**src/rtl/mips_bus_ram.sv**
```systemverilog
// mips_bus_ram: word-addressed RAM slave for the mips_cpu_bus bus.
// Adds wait states, does byte-lane writes, and flags illegal accesses.
// Ports:
//   clk, reset   single clock, synchronous active-high reset
//   address      byte address from the CPU (word aligned)
//   read, write  transfer requests, held while waitrequest is high
//   waitrequest  slave stall (combinational)
//   writedata    write data
//   byteenable   lane n covers bits [8n+7:8n]
//   readdata     registered read data
//   bus_error    sticky illegal-access flag
module mips_bus_ram #(
    parameter logic [31:0] BASE_ADDR   = 32'hBFC00000,
    parameter int          DEPTH       = 64,
    parameter int          WAIT_CYCLES = 0,
    parameter string       INIT_FILE   = ""
) (
    input  logic        clk,
    input  logic        reset,
    input  logic [31:0] address,
    input  logic        write,
    input  logic        read,
    output logic        waitrequest,
    input  logic [31:0] writedata,
    input  logic [3:0]  byteenable,
    output logic [31:0] readdata,
    output logic        bus_error
);
    localparam int AW = (DEPTH > 1) ? $clog2(DEPTH) : 1;
    localparam logic [3:0] WC = 4'(WAIT_CYCLES);

    typedef enum logic [1:0] {IDLE, WAIT, ACCEPT} state_t;

    state_t        state;
    logic [3:0]    cnt;
    logic [31:0]   mem [DEPTH];

    logic          req;
    logic          accept;
    logic [31:0]   idx;
    logic [AW-1:0] widx;
    logic          in_range;
    logic          aligned;
    logic          is_zero;
    logic          ok;
    logic          legal;

    assign req         = read | write;
    assign accept      = req && ((WC == 4'd0) || (state == ACCEPT));
    assign waitrequest = req && !accept;

    assign idx      = (address - BASE_ADDR) >> 2;
    assign widx     = idx[AW-1:0];
    assign in_range = (address >= BASE_ADDR) && (idx < 32'(DEPTH));
    assign aligned  = (address[1:0] == 2'b00);
    assign is_zero  = (address == 32'h0);
    assign ok       = in_range && aligned;
    assign legal    = ok && !is_zero;

    // The IDLE cycle that first sees the request is itself a stall cycle,
    // so WAIT only needs to cover the remaining WAIT_CYCLES-1 cycles.
    always_ff @(posedge clk) begin
        if (reset) begin
            state     <= IDLE;
            cnt       <= '0;
            readdata  <= '0;
            bus_error <= 1'b0;
        end else begin
            unique case (state)
                IDLE: begin
                    if (req && (WC != 4'd0)) begin
                        if (WC == 4'd1) begin
                            state <= ACCEPT;
                        end else begin
                            state <= WAIT;
                            cnt   <= 4'd1;
                        end
                    end
                end
                WAIT: begin
                    if (!req) begin
                        state     <= IDLE;
                        cnt       <= '0;
                        bus_error <= 1'b1;
                    end else if (cnt + 4'd1 == WC) begin
                        state <= ACCEPT;
                        cnt   <= '0;
                    end else begin
                        cnt <= cnt + 4'd1;
                    end
                end
                ACCEPT: begin
                    state <= IDLE;
                    if (!req) bus_error <= 1'b1;
                end
                default: state <= IDLE;
            endcase

            if (accept) begin
                if (read && write) begin
                    readdata  <= '0;
                    bus_error <= 1'b1;
                end else if (read) begin
                    readdata <= legal ? mem[widx] : 32'h0;
                    if (!ok && !is_zero) bus_error <= 1'b1;
                end else if (!ok && !is_zero) begin
                    bus_error <= 1'b1;
                end
            end
        end
    end

    always_ff @(posedge clk) begin
        if (!reset && accept && write && !read && legal) begin
            for (int n = 0; n < 4; n++) begin
                if (byteenable[n]) mem[widx][8*n +: 8] <= writedata[8*n +: 8];
            end
        end
    end

endmodule

```
**config.mk**
```make
export PLATFORM = sky130hd
export DESIGN_NAME = mips_bus_ram
export DESIGN_NICKNAME = d
export VERILOG_FILES = /design/src/rtl/mips_bus_ram.sv
export SDC_FILE = /design/constraint.sdc
export NUM_CORES = 2
export LEC_CHECK = 0
export ABC_CLOCK_PERIOD_IN_PS = 4250
export CAP_MARGIN = 20
export CORE_MARGIN = 2
export CORE_UTILIZATION = 28
export DETAILED_ROUTE_END_ITERATION = 10
export HOLD_SLACK_MARGIN = 0.03
export SLEW_MARGIN = 20
export SYNTH_ARGS = -nofsm -noshare
export SYNTH_HDL_FRONTEND = slang
export SYNTH_SLANG_ARGS = --single-unit
```
**constraint.sdc**
```tcl
create_clock -name clk -period 4.25 [get_ports clk]
set_input_delay 1.0625 -clock clk [delete_from_list [all_inputs] [get_ports clk]]
set_output_delay 1.0625 -clock clk [all_outputs]
set_load 0.03 [all_outputs]
```
== Word-level counts from Yosys, hierarchy flattened ==
Memories as Yosys holds them, arrays and structs flattened.
Index checks and enable logic that the tools add are counted.

* $add $sub $neg: 2
* Multiply operators: 0
* Divide/modulo/power cells: 0
* Order comparisons: 2
* Equality and inequality tests: 3
* Shifts and indexed selects: 0
* Multiplexer cells: 25
* Bitwise gates (word level): 2
* Reduce and logical (&&, ||, !) cells: 21

{| class="wikitable"
|+ Operator list
! kind !! number
|-
| $mux 32 || 3
|-
| $ge 32x32->1 const B || 1
|-
| $logic_not 32->1 || 1
|-
| $sub 32x32->32 const B || 1
|-
| $lt 30x7->1 const B || 1
|-
| $mux 1 || 17
|-
| $logic_and 1x1->1 || 9
|-
| $mux 4 || 2
|-
| $add 4x1->4 const B || 1
|-
| $logic_not 1->1 || 4
|-
| $logic_not 2->1 || 2
|-
| $logic_not 4->1 || 1
|-
| $mux 2 || 2
|-
| $pmux 2 s2 || 1
|-
| $reduce_and 2->1 || 2
|-
| $ne 3x3->1 const B || 1
|-
| $eq 2x1->1 const B || 1
|-
| $eq 2x2->1 const B || 1
|-
| $reduce_bool 2->1 || 1
|-
| $reduce_or 2->1 || 1
|-
| $not 1->1 || 1
|-
| $or 1x1->1 || 1
|}

* Flip-flop bits (word level): 39
* Bits in latches: 0
* Memory bits (writable): 2048
* Bits in read-only memories: 0
* Input bits: 72
* Output and inout port bits: 34
* Word-level logic and storage cells: 60
* Memories: 1

{| class="wikitable"
|+ Memories
! name !! depth !! bits a word !! read ports !! clocked after Yosys merged registers in !! write ports !! RTL line !! text
|-
| mem || 64 || 32 || 1 || 0 || 1 || 36 || <nowiki>logic [31:0] mem [DEPTH];</nowiki>
|}

== Longest topological paths before layout ==
* Depth in word-level cells: 9
* Mapped depth: 11
* Mapped depth without buffers: 6

== Least setup slack after synthesis ==
Ideal clock, no wire load.

* Path kind: input-to-reg
* Start point: input port address[4]
* End point: memory mem[10][0], enable pin
* Library setup time: 370 ps
* Data arrival time: 2832 ps
* Data required time: 3880 ps
* Path slack: 1048 ps
* Stages on the path: 9
* Buffers on the path: 6
* Cells stage by stage: buf_4 > buf_6 > buf_6 > buf_4 > buf_2 > buf_2 > nor2_1 > nand2_1 > nor2_1

* Longest elaborated chain between the ends: 8
* Elaborated cells on any way between the ends: 11
* Classes of those cells: add/sub: 1; order compare: 2; mux: 2; reduce/logical: 6

{| class="wikitable"
|+ Ends and longest elaborated chain
! item !! RTL line !! text
|-
| start, declared || 20 || <nowiki>input logic [31:0] address,</nowiki>
|-
| $sub 32x32->32 || 52 || <nowiki>assign idx = (address - BASE_ADDR) >> 2;</nowiki>
|-
| $lt 30x7->1 || 54 || <nowiki>assign in_range = (address >= BASE_ADDR) && (idx < 32'(DEPTH));</nowiki>
|-
| $logic_and 1x1->1 || 54 ||
|-
| $logic_and 1x1->1 || 57 || <nowiki>assign ok = in_range && aligned;</nowiki>
|-
| $logic_and 1x1->1 || 58 || <nowiki>assign legal = ok && !is_zero;</nowiki>
|-
| $logic_and 1x1->1 || 114 || <nowiki>if (!reset && accept && write && !read && legal) begin</nowiki>
|-
| $mux 1 || 114 ||
|-
| $mux 1 (not written as such) || 116 || <nowiki>if (byteenable[n]) mem[widx][8*n +: 8] <= writedata[8*n +: 8];</nowiki>
|-
| end, declared || 36 ||
|}

Parallel ways exist; a longest one is shown, timed or not.

== Final worst setup path ==
* Start point: register readdata[5]
* End point: output port readdata[5]

{| class="wikitable"
|+ RTL lines
! item !! RTL line !! text
|-
| start, declared || 26 || <nowiki>output logic [31:0] readdata,</nowiki>
|-
| start signal, assigned || 104 || <nowiki>readdata <= legal ? mem[widx] : 32'h0;</nowiki>
|}

No word-level cell between the ends.

==> impl_metrics.ini <==
[pwr]
p_int_mw = 33.11
combPwrFrac_pct = 5.4
p_leak_nw = 30.26
finalPower_mw = 42.55
pwr-share-clk_pct = 41.7
seq_power_share_pct = 52.9
powerDensity_mw_per_mm2 = 443.7
p_sw_share_pct = 22.18
ir_worst_vdd_mv = 0.4632
switchingPower_mw = 9.437

[worst_setup_path]
slowest_delay_ns = 0.79
required_ns = 3.19
path_buf_inv = 1
cp-end-kind = output pin
crit_type = register to output pin
crit_family = buffers and inverters
start_kind = register
crit_chain = clkdlybuf4s50_1
path_max_fanout = 2
critical_path_arrival_ns = 2.37
slowest_stage = clkdlybuf4s50_1

[routing]
viasPerCell = 5.374
first_iter_violations = 7790
avgRoutedWirePerCell_um = 29.94
drc = 0
vias = 48700
wl_um = 271300
drtPass1Iterations = 7
ant_nets = 0

[global_routing]
grt_pass1_vias = 46700
gr-total-overflow = 0
met1_usage_pct = 23.89
grt_max_degree = 90
grtUsageMet2_pct = 27.92
grt_pass1_wl_um = 373500
antenna_found_initial = 20
grt_util_met3_pct = 4.265
grt_util_all_layers_pct = 17.98
top_usage_layer = met2

[clock_network]
numCtsBuffers = 203
ctsRootBufferMaster = clkbuf_16
max-clock-path-buffers = 3
cts_hold_buf = 0
cts_max_level = 4
cts_tree = built
clkTransAtPathRegs_ns = 0.06
cts-resized-gates = 0
cts.sinks = 2081
clock_latency_ns = 0.85
postCtsSetupBuffers = 0

[die]
start_util_pct = 28.09
row_count = 197
die_y_um = 541.2
pin_count = 106
die_area_mm2 = 0.2929
die_x_um = 541.2
core_area_mm2 = 0.2877

[synth]
synth_seq_area_share_pct = 76.93
syn_area_mm2 = 0.08080
synthDistinctLibCells = 77
syn_nets = 4618
synthCells = 4546
ys.flop_type = edfxtp_1
ys_ff_latch = 2081
synth_edf_count = 2048
async_flop_share_pct = 0
ys_warn_count = 0
syn_area_per_cell_um2 = 17.77

[sta]
hold_viol = 0
min_period_ns = 3.437
drv_slew = 0
tightest_slew_ns = 1.186
setup_viol = 0
fin_skew_ns = 0.05014
min_period_over_period_pct = 80.88
slew_headroom_pct = 20.79
rsz0062_at_grt = no
fmax_mhz = 290.9

[finish]
area_growth_pct = 18.68
fin_cells = 9062
final_nets = 5165
drive_gt1_share_pct = 22.71

[place]
finalWeightedCongestion = 0.9590
portBuffers = 104
dp_hpwl_um = 181700
place_inst = 8669

[flow_run]
cap_violations = 0

[status]
run_status = complete, no violations

[worst_hold_path]
hp-class = register to register
==> stage by stage <==
| stage | TNS [ns] | util [%] | hold slack, ns | area, um^2 | worst slack (ns) |
|---|---|---|---|---|---|
| 5_1_grt | 0 | 33.33 | 0.4708 | 95880 | 0.7714 |
| 4_1_cts | 0 | 33.32 | 0.4595 | 95860 | 0.7605 |
| 3_3_place_gp | -0.7658 | 31.06 | 0.4475 | 89360 | -0.7658 |
| 6_report | 0 | 33.34 | 0.4535 | 95900 | 0.8127 |
| 3_5_place_dp | 0 | 31.07 | 0.4450 | 89360 | 0.04691 |
| 2_1_floorplan | 0 | - | 0.5644 | 80800 | 1.048 |
==> sequential cells by signal, indices dropped and copies added (netlist names) <==
signal	flops
readdata	32
mem	2048
bus_error	1
==> path summary, 6_finish.rpt <==
kind	from	to	slack (ns)	depth (start not counted)
setup reg to reg	mem[14][23]	readdata[23]	1.80	6
setup / recovery	readdata[5]	readdata[5]	0.81	1
hold reg to reg	bus_error	bus_error	0.45	2
hold / removal	bus_error	bus_error	0.45	2
==> cells in the final DEF (no fill, tap or decap), types with 9 or more instances in the layout <==
master	instances
edfxtp_1	2048
buf_4	513
nor2_1	331
o22ai_1	267
nand2_1	206
mux2i_1	205
clkbuf_16	203
o221ai_1	162
mux4_2	151
mux2_2	136
a21oi_1	107
o21ai_0	101
a22oi_1	69
clkdlybuf4s50_1	69
clkbuf_1	57
clkinv_1	47
a211oi_1	41
buf_12	41
a221oi_1	34
dfxtp_1	33
buf_2	31
o31ai_1	28
a2bb2oi_1	27
clkinv_2	27
nor2b_1	24
o22a_1	23
nand3_1	19
a22o_1	17
diode_2	15
bufinv_16	15
or3_1	12
nor4_1	10
a31oi_1	9
==> area by class of cell <==
cell class | instances | area, um^2
Fill cell | 27290 | 191800
Sequential cell | 2081 | 62160
Multi-Input combinational cell | 2141 | 16870
Timing Repair Buffer | 657 | 5563
Clock buffer | 268 | 5404
Tap cell | 3781 | 4731
Clock inverter | 110 | 1090
Inverter | 9 | 40.04
Antenna cell | 15 | 37.54
==> kinds of logic after synthesis <==
kind of cell           count (synthesis)  synth area share (%)
multiplexers                         494                 8.672
other                                  1              0.004641
AND/OR/NAND/NOR                      678                 3.593
AO/OA/AOI/OAI                        968                 8.473
buffers and inverters                324                 2.329
flip-flops                          2081                 76.93
==> per-layer routing <==
layer | routed length [um] | up-vias | part of all wire (%)
li1 | - | 19660 | -
met1 | 105000 | 25410 | 39
met2 | 124000 | 3065 | 46
met3 | 29400 | 560 | 11
met4 | 12940 | 4 | 4.8
met5 | 24 | - | 0.0088
==> cells in the mapped netlist, types with 8 or more instances <==
| cell type | count | share of area, % |
|---|---|---|
| edfxtp_1 | 2048 | 76 |
| nor2_1 | 332 | 1.5 |
| o22ai_1 | 267 | 2.1 |
| nand2_1 | 213 | 0.99 |
| mux2i_1 | 205 | 2.5 |
| o221ai_1 | 162 | 1.8 |
| mux4_2 | 151 | 4.2 |
| mux2_2 | 136 | 1.9 |
| buf_2 | 110 | 0.68 |
| a21oi_1 | 107 | 0.66 |
| o21ai_0 | 101 | 0.63 |
| clkbuf_1 | 94 | 0.44 |
| a22oi_1 | 69 | 0.64 |
| buf_4 | 57 | 0.53 |
| a211oi_1 | 41 | 0.38 |
| a221oi_1 | 34 | 0.37 |
| dfxtp_1 | 33 | 0.82 |
| buf_6 | 30 | 0.42 |
| o31ai_1 | 28 | 0.26 |
| a2bb2oi_1 | 27 | 0.29 |
| nor2b_1 | 26 | 0.20 |
| o22a_1 | 23 | 0.25 |
| nand3_1 | 19 | 0.12 |
| a22o_1 | 17 | 0.18 |
| buf_1 | 17 | 0.079 |
| or3_1 | 12 | 0.093 |
| nor4_1 | 11 | 0.085 |
| a31oi_1 | 9 | 0.070 |
| nor3_1 | 9 | 0.056 |
| nand2b_1 | 8 | 0.062 |
| o211ai_1 | 8 | 0.074 |
| or4_1 | 8 | 0.074 |
==> power by group through the flow <==
stage | clock network, mW | logic [mW] | registers, mW
3_3_place_gp | 0 | 2.23 | 23.0
6_report | 17.7 | 2.30 | 22.5
4_1_cts | 17.9 | 2.26 | 22.5
5_1_grt | 18.6 | 2.36 | 22.5
2_1_floorplan | 0 | 1.05 | 23.0
3_5_place_dp | 0 | 2.25 | 23.0
Note: power is estimated with default switching activity, not from simulation.
